<file path="src/rtl/cart_bank_mapper.sv">
// MSX megaROM bank mapper (ASCII8, ASCII16, Konami, Konami SCC): CPU address + bank registers -> linear ROM byte address.
// Optional battery SRAM mapping in the ASCII modes is enabled with `define CART_MAPPER_SRAM_EN.
module cart_bank_mapper #(
  parameter int ADDR_W   = 25,
  parameter int BANK_W   = 8,
  parameter int SRAM_BIT = 7
) (
  input  logic              clk,
  input  logic              reset,
  input  logic [1:0]        mode,
  input  logic [ADDR_W-1:0] rom_size,
  input  logic [15:0]       addr,
  input  logic [7:0]        d_from_cpu,
  input  logic              wr,
  input  logic              cs,
  output logic [ADDR_W-1:0] mem_addr,
  output logic              sram_cs,
  output logic              sram_we
);

  typedef enum logic [1:0] {
    MODE_ASCII8     = 2'd0,
    MODE_ASCII16    = 2'd1,
    MODE_KONAMI     = 2'd2,
    MODE_KONAMI_SCC = 2'd3
  } mode_t;

  localparam int WIDE_W = (ADDR_W > BANK_W + 14) ? ADDR_W : BANK_W + 14;

  mode_t             mode_q;
  logic [BANK_W-1:0] bank_q [4];

  logic              wr_hit;
  logic [1:0]        wr_sel;

  logic [1:0]        p8;
  logic              p16;
  logic              ascii16;
  logic [BANK_W-1:0] sel_bank;
  logic [BANK_W-1:0] bank_eff;
  logic [BANK_W-1:0] mask8;
  logic [BANK_W-1:0] mask16;
  logic [ADDR_W-1:0] size_sh8;
  logic [ADDR_W-1:0] size_sh16;
  logic [WIDE_W-1:0] wide_addr;

  // Mode is latched only while reset is held; it never changes at run time.
  always_ff @(posedge clk) begin
    if (reset) begin
      mode_q <= mode_t'(mode);
    end
  end

  // Bank register write decode, per latched mode.
  always_comb begin
    wr_hit = 1'b0;
    wr_sel = 2'd0;
    unique case (mode_q)
      MODE_ASCII8: begin
        wr_hit = (addr[15:13] == 3'b011);
        wr_sel = addr[12:11];
      end
      MODE_ASCII16: begin
        wr_hit = (addr[15:13] == 3'b011) && !addr[11];
        wr_sel = {1'b0, addr[12]};
      end
      MODE_KONAMI: begin
        wr_hit = (addr[15:13] inside {3'd3, 3'd4, 3'd5});
        wr_sel = addr[14:13] + 2'd2;
      end
      MODE_KONAMI_SCC: begin
        wr_hit = (addr[12:11] == 2'b10) && (addr[15:13] inside {3'd2, 3'd3, 3'd4, 3'd5});
        wr_sel = addr[14:13] + 2'd2;
      end
      default: begin
        wr_hit = 1'b0;
        wr_sel = 2'd0;
      end
    endcase
  end

  // Konami modes boot with banks 0..3 so the fixed first page holds the entry point.
  always_ff @(posedge clk) begin
    for (int i = 0; i < 4; i++) begin
      if (reset) begin
        bank_q[i] <= mode[1] ? BANK_W'(i) : '0;
      end else if (cs && wr && wr_hit && (wr_sel == 2'(i))) begin
        bank_q[i] <= d_from_cpu[BANK_W-1:0];
      end
    end
  end

  assign p8        = {~addr[14], addr[13]};
  assign p16       = ~addr[14];
  assign ascii16   = (mode_q == MODE_ASCII16);
  assign size_sh8  = rom_size >> 13;
  assign size_sh16 = rom_size >> 14;
  assign mask8     = (size_sh8  == '0) ? '0 : BANK_W'(size_sh8  - ADDR_W'(1));
  assign mask16    = (size_sh16 == '0) ? '0 : BANK_W'(size_sh16 - ADDR_W'(1));

  always_comb begin
    wide_addr = '0;
    sel_bank  = ascii16 ? bank_q[{1'b0, p16}] : bank_q[p8];
    bank_eff  = sel_bank & (ascii16 ? mask16 : mask8);
`ifdef CART_MAPPER_SRAM_EN
    if (!mode_q[1]) begin
      bank_eff[SRAM_BIT] = 1'b0;
    end
`endif
    if (ascii16) begin
      wide_addr[BANK_W+13:0] = {bank_eff, addr[13:0]};
    end else begin
      wide_addr[BANK_W+12:0] = {bank_eff, addr[12:0]};
    end
    mem_addr = wide_addr[ADDR_W-1:0];
  end

`ifdef CART_MAPPER_SRAM_EN
  // SRAM is read-only through 4000-7FFF; only the 8000-BFFF window can write it.
  assign sram_cs = !mode_q[1] && cs && sel_bank[SRAM_BIT];
  assign sram_we = sram_cs && wr && (addr[15:14] == 2'b10);
`else
  assign sram_cs = 1'b0;
  assign sram_we = 1'b0;
`endif

endmodule

</file>
<file path="config.mk">
export PLATFORM = sky130hd
export DESIGN_NAME = cart_bank_mapper
export DESIGN_NICKNAME = d
export VERILOG_FILES = /design/src/rtl/cart_bank_mapper.sv
export SDC_FILE = /design/constraint.sdc
export NUM_CORES = 1
export LEC_CHECK = 0
export CORE_MARGIN = 1.5
export CORE_UTILIZATION = 41
export CTS_CLUSTER_DIAMETER = 120
export DETAILED_ROUTE_END_ITERATION = 6
export PLACE_DENSITY_LB_ADDON = 0.1
export SLEW_MARGIN = 5
export SYNTH_ARGS = -nofsm -noshare
export SYNTH_HDL_FRONTEND = slang
export SYNTH_SLANG_ARGS = --single-unit
</file>
<file path="constraint.sdc">
create_clock -name clk -period 1.8 [get_ports clk]
set_clock_uncertainty 0.2 [all_clocks]
set_input_delay 0.36 -clock clk [delete_from_list [all_inputs] [get_ports clk]]
set_output_delay 0.36 -clock clk [all_outputs]
set_load 0.05 [all_outputs]
</file>
==> impl_metrics.yaml <==
worst_setup_path:
  cp_slowest_stage_delay_ps: 430
  worst_setup_path_start_kind: "register"
  crit_family: "compound AO/OA/AOI/OAI gates"
  cp_slowest_cell: "edfxtp_1"
  cp.arrival_ps: 1800
  critPathMaxFanout: 7
  critPathBufInv: 1
  r2r-start: "mode_q[0]$_DFFE_PP_"
  worst-setup-path-type: "register to primary output"
  cp.required_ps: 1240
  startpoint: "mode_q[0]$_DFFE_PP_"
  r2r_cells: 7
  ff2ff_setup_slack_ps: -520
  r2r_end: "bank_q[2][1]$_DFFE_PP_"
  crit_chain: "nor2b_4 -> a41o_4 -> o32a_1 -> a21oi_4 -> buf_12"
  cp-end-kind: "primary output"
sta:
  setup_viol: 73
  hold_viol_final: 0
  max_freq_mhz: 424
  layout_setup_ws_ps: -556
  slew_violations: 0
  rsz0062_at_grt: "true"
  fin_crit_sh_pct: 131
  fin_crit_ps: 2360
  holdWs_ps: 429
synth:
  synth-xor-area-share_pct: 3.45
  ys_ff_latch: 34
  yosys.area.top_type_share_pct: 44.7
  synth.mux.area_fraction_pct: 12.4
  yosys.area_share.adder_pct: 2.19
  avgSynthCellArea_sq_um: 11.3
  synth_top_family_by_area: "simple AND/OR/NAND/NOR gates"
  ys_seq_area_share_pct: 44.7
  yosys.area.top_type: "edfxtp_1"
  syn-instance-count: 202
  synth_area_sq_um: 2280
  yosys_warnings: 0
  synth_compound_area_share_pct: 9.64
  synth.area.top_cells: "edfxtp_1 (45%), mux4_2 (6.9%), buf_4 (5.9%)"
  ys_types: 49
  synth-simple-area-share_pct: 19.4
final_layout:
  nets: 358
  layout_commonest_cell: "buf_4"
  drive_above_1_share_pct: 61.7
  antenna_cells: 0
  area_growth_pct: 71.8
  most-common-layout-cells: "buf_4 (49), edfxtp_1 (34), buf_6 (18)"
  final_core_util_pct: 74.9
power:
  ir_drop_mv: 0.621
  power.density_nw_per_um2: 589
  p_total_uw: 2310
  power_leakage_uw: 0.00150
grt:
  grt_usage_pct: 22.2
  grt_pass1_wl_um: 10200
  grt_max_degree: 12
  first_global_vias: 2021
  antenna_found_initial: 0
  grt_remaining_overflow: 0
clocking:
  cts_root_buffer: "clkbuf_8"
  clk_pin_slew_worst_paths_ps: 70
  clock_sinks: 34
  cts_buffers: 5
  clk_latency_ps: 280
  h-tree-depth: 2
  tritoncts: "done"
  ctsLongestPathBuffers: 2
  postCtsHoldBufs: 0
routing:
  drt-wirelength-per-cell_um: 17.3
  via_per_inst: 5.19
  routed_wirelength_um: 6400
  ant_nets: 0
  firstDrtPassIters: 4
  vias: 1920
  drc: 0
  drtIter0Drc: 62
die:
  dieHeight_um: 77.7
  ios: 82
  num_rows: 26
  core_sq_um: 5240
  initial_utilization_pct: 43.6
  die_w_um: 77.7
  die_area_sq_um: 6030
placement:
  place_congestion: 0.824
  place_hpwl_um: 4650
  place_ws_ps: -849
  io_buffers: 41
outcome:
  violations: "negative setup slack"
  status: "complete, but fails checks"
flow_run:
  max_cap_viol_count: 0
min_path:
  hold_path_depth: 1
  min_from: "mode[0]"
  hp-class: "input pin to register"
  worstHoldEndpoint: "mode_q[0]$_DFFE_PP_"
-- report_power, final --
group | total [uW] | switching, uW | leakage, uW | internal [uW]
clock | 672 | 265 | 0.0000579 | 407
combinational | 720 | 358 | 0.00109 | 361
sequential | 918 | 16.8 | 0.000360 | 901
-- kinds of logic (layout without fill, tap and decap cells) --
group                      count (synthesis)  after routing
buffers and inverters                     30            124
muxes                                     18             18
xor gates and xnor gates                   9              9
other                                      1              5
and+or+nand+nor                           81             81
DFF                                       34             34
AOI/OAI and AO/OA                         25             25
adders and majority gates                  4              4
-- Yosys cell counts (all sizes together) --
library cell and instances:
a211oi 1, a21o 1, a21oi 4, a2bb2oi 1, a32o 2, a32oi 1
a41o 1, and3b 1, buf 22, clkbuf 1, conb 1, edfxtp 34
ha 4, inv 7, mux2 3, mux2i 8, mux4 7, nand2 14
nand2b 13, nand3 5, nand4b 1, nor2 35, nor2b 3, nor3 2
nor3b 3, nor4 2, o2111a 1, o211ai 2, o21a 1, o21ai 1
o221ai 1, o22ai 2, o31ai 1, o32a 1, o32ai 4, or2b 2
xnor2 5, xor2 4
-- routing by layer --
metal / part of all wire, % / GRT usage (%) / up-vias / routed length [um]
met5: 0 / 0 / - / 0
met2: 52 / 40.4 / 70 / 3360
met4: 1.3 / 4.91 / 0 / 81
met3: 5.9 / 5.18 / 10 / 379
li1: - / - / 913 / -
met1: 40 / 26.4 / 927 / 2580
-- state kept, by name, indices dropped and copies added (netlist names) --
name	count
bank_q	32
mode_q	2
-- stage by stage --
| stage | area [sq um] | setup TNS [ps] | instances |
|---|---|---|---|
| after detailed placement | 3360 | -43010 | 347 |
| after global routing | 3930 | -32000 | 370 |
| after global placement | 3360 | -41420 | 347 |
| after floorplan | 2510 | -4810 | 206 |
| final | 3930 | -27820 | 370 |
| after CTS | 3870 | -19570 | 367 |
-- how the worst max path moves through the flow --
| stage | cells past startpoint | end |
|---|---|---|
| after detailed placement | 10 | mem_addr[20] |
| final | 5 | mem_addr[16] |
| after floorplan | 4 | mem_addr[16] |
| after global placement | 9 | mem_addr[18] |
| after global routing | 5 | mem_addr[16] |
| after CTS | 5 | mem_addr[15] |
-- timing repair --
action                     4_1_cts  5_1_grt
gates cloned                     1        0
setup endpoints to repair       73       73
pin swaps                       49       17
gates resized for setup        114       18
setup buffers                   11        6
-- layout make-up --
| type | count | area (sq um) |
|---|---|---|
| Fill cell | 352 | 1310 |
| Multi-Input combinational cell | 142 | 1550 |
| Tap cell | 70 | 87.6 |
| Inverter | 7 | 30.0 |
| Clock buffer | 5 | 68.8 |
| Sequential cell | 34 | 1020 |
| Clock inverter | 3 | 40.0 |
| Timing Repair Buffer | 109 | 1130 |
Power figures use the tool's default switching activity.
